$ cat src/rtl/fetch_unit.sv
`default_nettype none
// fetch_unit: instruction-fetch stage of the 8-bit CPU (PC, boot/interrupt vectoring, IF/ID output registers).
// Revision 1.0 - initial release
module fetch_unit (
  input  logic       clk,
  input  logic       reset,
  input  logic       stall,
  input  logic       flush,
  input  logic       branch_taken,
  input  logic [7:0] branch_target,
  input  logic       intr_req,
  input  logic       intr_ret,
  output logic [7:0] imem_addr,
  input  logic [7:0] imem_data,
  input  logic [7:0] imem_data_p1,
  output logic [7:0] instr,
  output logic [7:0] immediate,
  output logic       imm_valid,
  output logic [7:0] pc_out,
  output logic       valid,
  output logic       intr_ack,
  output logic [7:0] intr_pc,
  output logic       intr_active
);

  typedef enum logic [1:0] {
    BOOT    = 2'd0,
    RUN     = 2'd1,
    INT_VEC = 2'd2
  } state_t;

  state_t     state, next_state;
  logic [7:0] pc, next_pc;
  logic       pending;
  logic       intr_req_q;
  logic       accept;
  logic       two_byte;
  logic       load_fetch;
  logic       load_bubble;

  assign two_byte = (imem_data[7:4] == 4'hC);
  assign accept   = (state == RUN) && pending && !intr_active && !stall && !branch_taken;
  assign intr_ack = accept;

  // Priority: branch (ignored in BOOT) > stall > interrupt accept > normal fetch
  always_comb begin
    next_state  = state;
    next_pc     = pc;
    load_fetch  = 1'b0;
    load_bubble = 1'b0;
    imem_addr   = 8'h00;
    case (state)
      BOOT: begin
        if (!stall) begin
          next_pc     = imem_data;
          next_state  = RUN;
          load_bubble = 1'b1;
        end
      end
      RUN: begin
        imem_addr = pc;
        if (branch_taken) begin
          next_pc     = branch_target;
          load_bubble = 1'b1;
        end else if (!stall) begin
          if (accept) begin
            next_state  = INT_VEC;
            load_bubble = 1'b1;
          end else begin
            next_pc     = pc + (two_byte ? 8'd2 : 8'd1);
            load_fetch  = !flush;
            load_bubble = flush;
          end
        end
      end
      INT_VEC: begin
        imem_addr = 8'h01;
        if (branch_taken) begin
          next_pc     = branch_target;
          next_state  = RUN;
          load_bubble = 1'b1;
        end else if (!stall) begin
          next_pc     = imem_data;
          next_state  = RUN;
          load_bubble = 1'b1;
        end
      end
      default: begin
        next_state = BOOT;
      end
    endcase
  end

  always_ff @(posedge clk or negedge reset) begin
    if (!reset) begin
      state <= BOOT;
      pc    <= 8'h00;
    end else begin
      state <= next_state;
      pc    <= next_pc;
    end
  end

  always_ff @(posedge clk or negedge reset) begin
    if (!reset) begin
      instr     <= 8'h00;
      immediate <= 8'h00;
      imm_valid <= 1'b0;
      pc_out    <= 8'h00;
      valid     <= 1'b0;
    end else if (load_bubble) begin
      instr     <= 8'h00;
      immediate <= 8'h00;
      imm_valid <= 1'b0;
      pc_out    <= 8'h00;
      valid     <= 1'b0;
    end else if (load_fetch) begin
      instr     <= imem_data;
      immediate <= two_byte ? imem_data_p1 : 8'h00;
      imm_valid <= two_byte;
      pc_out    <= pc;
      valid     <= 1'b1;
    end
  end

  // A new edge arriving in the accept cycle re-arms pending rather than being lost
  always_ff @(posedge clk or negedge reset) begin
    if (!reset) begin
      intr_req_q  <= 1'b0;
      pending     <= 1'b0;
      intr_active <= 1'b0;
      intr_pc     <= 8'h00;
    end else begin
      intr_req_q <= intr_req;
      pending    <= (pending && !accept) || (intr_req && !intr_req_q);
      if (accept) begin
        intr_active <= 1'b1;
        intr_pc     <= pc;
      end else if (intr_ret) begin
        intr_active <= 1'b0;
      end
    end
  end

endmodule
`default_nettype wire

$ cat config.mk
export PLATFORM = sky130hd
export DESIGN_NAME = fetch_unit
export DESIGN_NICKNAME = d
export VERILOG_FILES = /design/src/rtl/fetch_unit.sv
export SDC_FILE = /design/constraint.sdc
export NUM_CORES = 1
export LEC_CHECK = 0
export ABC_CLOCK_PERIOD_IN_PS = 2800
export BUFFER_PORTS_ARGS = -buffer_cell sky130_fd_sc_hd__buf_2
export CORE_MARGIN = 2
export CORE_UTILIZATION = 40
export DETAILED_ROUTE_END_ITERATION = 8
export PLACE_DENSITY = 0.67
export SYNTH_ARGS = -nofsm -noshare
export SYNTH_HDL_FRONTEND = slang
export SYNTH_SLANG_ARGS = --single-unit
$ cat constraint.sdc
create_clock -name clk -period 2.8 [get_ports clk]
set_input_delay 0.42 -clock clk [delete_from_list [all_inputs] [get_ports clk]]
set_output_delay 0.42 -clock clk [all_outputs]
set_load 0.005 [all_outputs]
==> flow_summary.html <==
<table>
<tr><th>Metric</th><th>Value</th></tr>
<tr><th colspan="2">Status</th></tr>
<tr><td>Outcome</td><td>finished clean</td></tr>
<tr><th colspan="2">Clocking</th></tr>
<tr><td>CTS hold repair buffers</td><td>0</td></tr>
<tr><td>Clk Tree Root Cell</td><td>sky130_fd_sc_hd__clkbuf_8</td></tr>
<tr><td>Number of clock sinks seen by CTS</td><td>47</td></tr>
<tr><td>Maximum clock insertion buffer count</td><td>2</td></tr>
<tr><td>CTS H-tree depth</td><td>2</td></tr>
<tr><td>CTS tree</td><td>done</td></tr>
<tr><td>Count of cells resized by post-cts repair</td><td>0</td></tr>
<tr><td>CTS clock-pin slew for the worst setup and hold paths</td><td>80 ps</td></tr>
<tr><td>Number of setup buffers added after CTS</td><td>0</td></tr>
<tr><td>Later-pin clock latency in the skew report</td><td>300 ps</td></tr>
<tr><td>Number of buffers added by the clock tree synthesis step</td><td>5</td></tr>
<tr><th colspan="2">Setup path</th></tr>
<tr><td>Max FO, Critical Path</td><td>13</td></tr>
<tr><td>Critical path data arrival time</td><td>2040 ps</td></tr>
<tr><td>R2R depth</td><td>9</td></tr>
<tr><td>Startpoint type of the worst setup path</td><td>flop</td></tr>
<tr><td>Required time of the critical path</td><td>2380 ps</td></tr>
<tr><td>Kind of critical path</td><td>reg -&gt; out</td></tr>
<tr><td>Critical path capture point type</td><td>output port</td></tr>
<tr><th colspan="2">Final layout</th></tr>
<tr><td>Area of the multi-input gates</td><td>0.00111 mm2</td></tr>
<tr><td>Post-synthesis to final-layout area growth</td><td>20.4%</td></tr>
<tr><td>Most common library cell in the layout ignoring fill and taps</td><td>sky130_fd_sc_hd__buf_2</td></tr>
<tr><td>End-of-flow core utilization</td><td>49.6%</td></tr>
<tr><td>Reg area</td><td>0.00118 mm2</td></tr>
<tr><td>Layout cell share with drive strength beyond 1</td><td>27.5%</td></tr>
<tr><td>Number of antenna cells inserted</td><td>0</td></tr>
<tr><td>Number of fillers in the final layout</td><td>590</td></tr>
<tr><td>Highest-count cells in the layout ignoring fill and taps</td><td>74 x sky130_fd_sc_hd__buf_2, 70 x sky130_fd_sc_hd__nand2_1, 47 x sky130_fd_sc_hd__dfrtp_1</td></tr>
<tr><td>Final-stage net count</td><td>376</td></tr>
<tr><th colspan="2">Detailed routing</th></tr>
<tr><td>Drc violations</td><td>0</td></tr>
<tr><td>Vias</td><td>2121</td></tr>
<tr><td>Number of search-and-repair iterations in the first detailed-routing pass</td><td>4</td></tr>
<tr><td>Final wirelength</td><td>6110 um</td></tr>
<tr><td>Remaining number of nets flagged by the antenna check after routing</td><td>0</td></tr>
<tr><td>Avg Vias per Cell</td><td>5.14</td></tr>
<tr><td>First DRT Iteration DRCs</td><td>183</td></tr>
<tr><td>Routed wirelength normalized by instance count</td><td>14.8 um</td></tr>
<tr><th colspan="2">Timing</th></tr>
<tr><td>Unrepaired setup endpoints after global routing</td><td>false</td></tr>
<tr><td>Min Hold Slack</td><td>244 ps</td></tr>
<tr><td>Setup violators final</td><td>0</td></tr>
<tr><td>Setup TNS</td><td>0 ps</td></tr>
<tr><td>Final hold violation count</td><td>0</td></tr>
<tr><td>Max-Slew Margin vs Limit</td><td>31.1%</td></tr>
<tr><td>Fin crit period</td><td>2460 ps</td></tr>
<tr><td>Actual slew at the worst max-slew pin</td><td>1030 ps</td></tr>
<tr><td>Max Fclk</td><td>406 MHz</td></tr>
<tr><td>Max Clock Skew</td><td>4.38 ps</td></tr>
<tr><td>Final max-slew violation count</td><td>0</td></tr>
<tr><td>Share of the clock period used by the worst path</td><td>88.0%</td></tr>
<tr><th colspan="2">Yosys</th></tr>
<tr><td>Post-synth EDFFs</td><td>0</td></tr>
<tr><td>Average footprint of a synthesized cell</td><td>9.01 um2</td></tr>
<tr><td>Synthesized netlist cell count</td><td>269</td></tr>
<tr><td>Post-synthesis share of cell area spent on full adders, half adders and majority gates</td><td>4.44%</td></tr>
<tr><td>Dominant combinational cell family by area after synthesis</td><td>simple AND/OR/NAND/NOR gates</td></tr>
<tr><td>Yosys cell types</td><td>39</td></tr>
<tr><td>Synthesis-stage register bit count</td><td>47</td></tr>
<tr><td>Compound-Gate Fraction of Synth Area</td><td>17.2%</td></tr>
<tr><td>Synthesized Nets</td><td>308</td></tr>
<tr><td>Most used DFF post-synth</td><td>sky130_fd_sc_hd__dfrtp_1</td></tr>
<tr><td>Post-synthesis simple-gate area fraction</td><td>22.4%</td></tr>
<tr><td>Area share of xor/xnor cells in the synthesized design</td><td>1.81%</td></tr>
<tr><td>Multiplexer fraction of the synthesized cell area</td><td>0%</td></tr>
<tr><td>Top area cells in the synthesized netlist</td><td>sky130_fd_sc_hd__dfrtp_1 49%, sky130_fd_sc_hd__nand2_1 11%, sky130_fd_sc_hd__a21oi_1 6.8%</td></tr>
<tr><td>Fraction of post-synthesis cell area in the top cell type by area</td><td>48.5%</td></tr>
<tr><td>Yosys top cell by area</td><td>sky130_fd_sc_hd__dfrtp_1</td></tr>
<tr><td>Yosys warns</td><td>0</td></tr>
<tr><td>Part of the Yosys area used for sequential elements</td><td>48.5%</td></tr>
<tr><td>Netlist area before placement</td><td>0.00242 mm2</td></tr>
<tr><td>Synth async-reset ratio</td><td>100%</td></tr>
<tr><th colspan="2">Global routing</th></tr>
<tr><td>Wire length of the first global-routing pass</td><td>10000 um</td></tr>
<tr><td>All-Layer GR Usage</td><td>19.8%</td></tr>
<tr><td>Global route total overflow</td><td>0</td></tr>
<tr><td>Number of global-route vias before repair</td><td>2065</td></tr>
<tr><td>Number of antenna violations at the first check in global routing</td><td>0</td></tr>
<tr><td>Largest net degree at the start of global routing</td><td>48</td></tr>
<tr><th colspan="2">Power</th></tr>
<tr><td>Static leakage</td><td>1.48 nW</td></tr>
<tr><td>Total power consumption of the routed design</td><td>0.00242 W</td></tr>
<tr><td>Worst supply voltage drop on vdd</td><td>464 uV</td></tr>
<tr><td>Cell Pwr Density</td><td>828 mW/mm2</td></tr>
<tr><th colspan="2">Floorplanning</th></tr>
<tr><td>Die W</td><td>81.8 um</td></tr>
<tr><td>Die Footprint</td><td>0.00670 mm2</td></tr>
<tr><td>Core Region</td><td>0.00589 mm2</td></tr>
<tr><td>Initial core utilization</td><td>41.2%</td></tr>
<tr><td>Site Rows</td><td>28</td></tr>
<tr><td>Count of boundary I/O pins</td><td>75</td></tr>
<tr><td>Floorplan die height</td><td>81.8 um</td></tr>
<tr><th colspan="2">Worst hold path</th></tr>
<tr><td>Worst hold stages</td><td>1</td></tr>
<tr><td>Class of the most critical hold timing path</td><td>in -&gt; reg</td></tr>
<tr><th colspan="2">Placement</th></tr>
<tr><td># port buffers</td><td>74</td></tr>
<tr><td>Placer congestion estimate</td><td>0.834</td></tr>
<tr><td>Estimated wirelength of the detail-placed design</td><td>4510 um</td></tr>
<tr><th colspan="2">Job</th></tr>
<tr><td>Max-cap check violation count</td><td>0</td></tr>
</table>
## registers in the layout, indices dropped and copies added (netlist names), 2 cells and up
name       count
pc             8
immediate      8
state          2
intr_pc        8
pc_out         8
instr          8
## cells by family (layout without fill, tap and decap cells)
| family | after synthesis | in the layout |
|---|---|---|
| simple gates | 114 | 114 |
| buf+inv | 28 | 97 |
| xor+xnor | 5 | 5 |
| compound gates | 67 | 67 |
| fa+ha+maj | 8 | 8 |
| flops | 47 | 47 |
## layout make-up
class,instances,share of cell area [%]
Sequential cell,47,40.3
Multi-Input combinational cell,194,38.1
Tap cell,75,3.22
Clock buffer,7,2.96
Inverter,11,1.42
Clock inverter,1,0.300
Timing Repair Buffer,78,13.7
## critical path: stages, from the launching register on
cell and delay (ps):
sky130_fd_sc_hd__dfrtp_1 430, sky130_fd_sc_hd__inv_1 90, sky130_fd_sc_hd__ha_1 360, sky130_fd_sc_hd__nor2b_1 300, sky130_fd_sc_hd__nand3_4 190, sky130_fd_sc_hd__inv_2 220, sky130_fd_sc_hd__buf_2 150
## power by group
part | switching [W] | leakage (nW) | internal [W] | total (W)
combinational | 0.000629 | 0.795 | 0.000401 | 0.00103
sequential | 0.000147 | 0.631 | 0.000812 | 0.000959
clock | 0.000226 | 0.0484 | 0.000203 | 0.000428
total | 0.00100 | 1.48 | 0.00142 | 0.00242
## metal layers
layer / GRT usage (%) / share of wire [%] / wire length, um
met1: 26.8 / 45 / 2740
met4: 6.50 / 1.3 / 81
met2: 32.1 / 49 / 3020
met5: 0 / 0 / 0
met3: 3.41 / 4.5 / 278
## Yosys cell counts (all sizes together) (2+ instances only)
library cell,number
a21oi,33
a22oi,13
and3,7
buf,10
clkbuf,7
dfrtp,47
ha,7
inv,11
nand2,70
nand2b,6
nand3,10
nor2,8
nor2b,2
nor4,3
o21ai,12
or2,3
xnor2,2
xor2,3
## through the flow
stage                     area (um2)  std cells  setup slack, ps
after floorplan                 2420        269              764
after global placement          2820        405              482
after detailed placement        2820        405              384
after CTS                       2920        413              340
after global routing            2920        413              120
final                           2920        413              336
## path summary, 6_finish.rpt
kind / from / to / slack [ps]
worst max-delay path: state[1] / intr_ack / 340
worst min-delay path: intr_req / intr_req_q / 240
worst max register to register: state[1] / pc_out[3] / 370
worst min register to register: intr_req_q / pending / 430
max in group asynchronous: reset / immediate[7] / 1870
min in group asynchronous: reset / pc[6] / 300
Note: power is estimated with default switching activity, not from simulation.
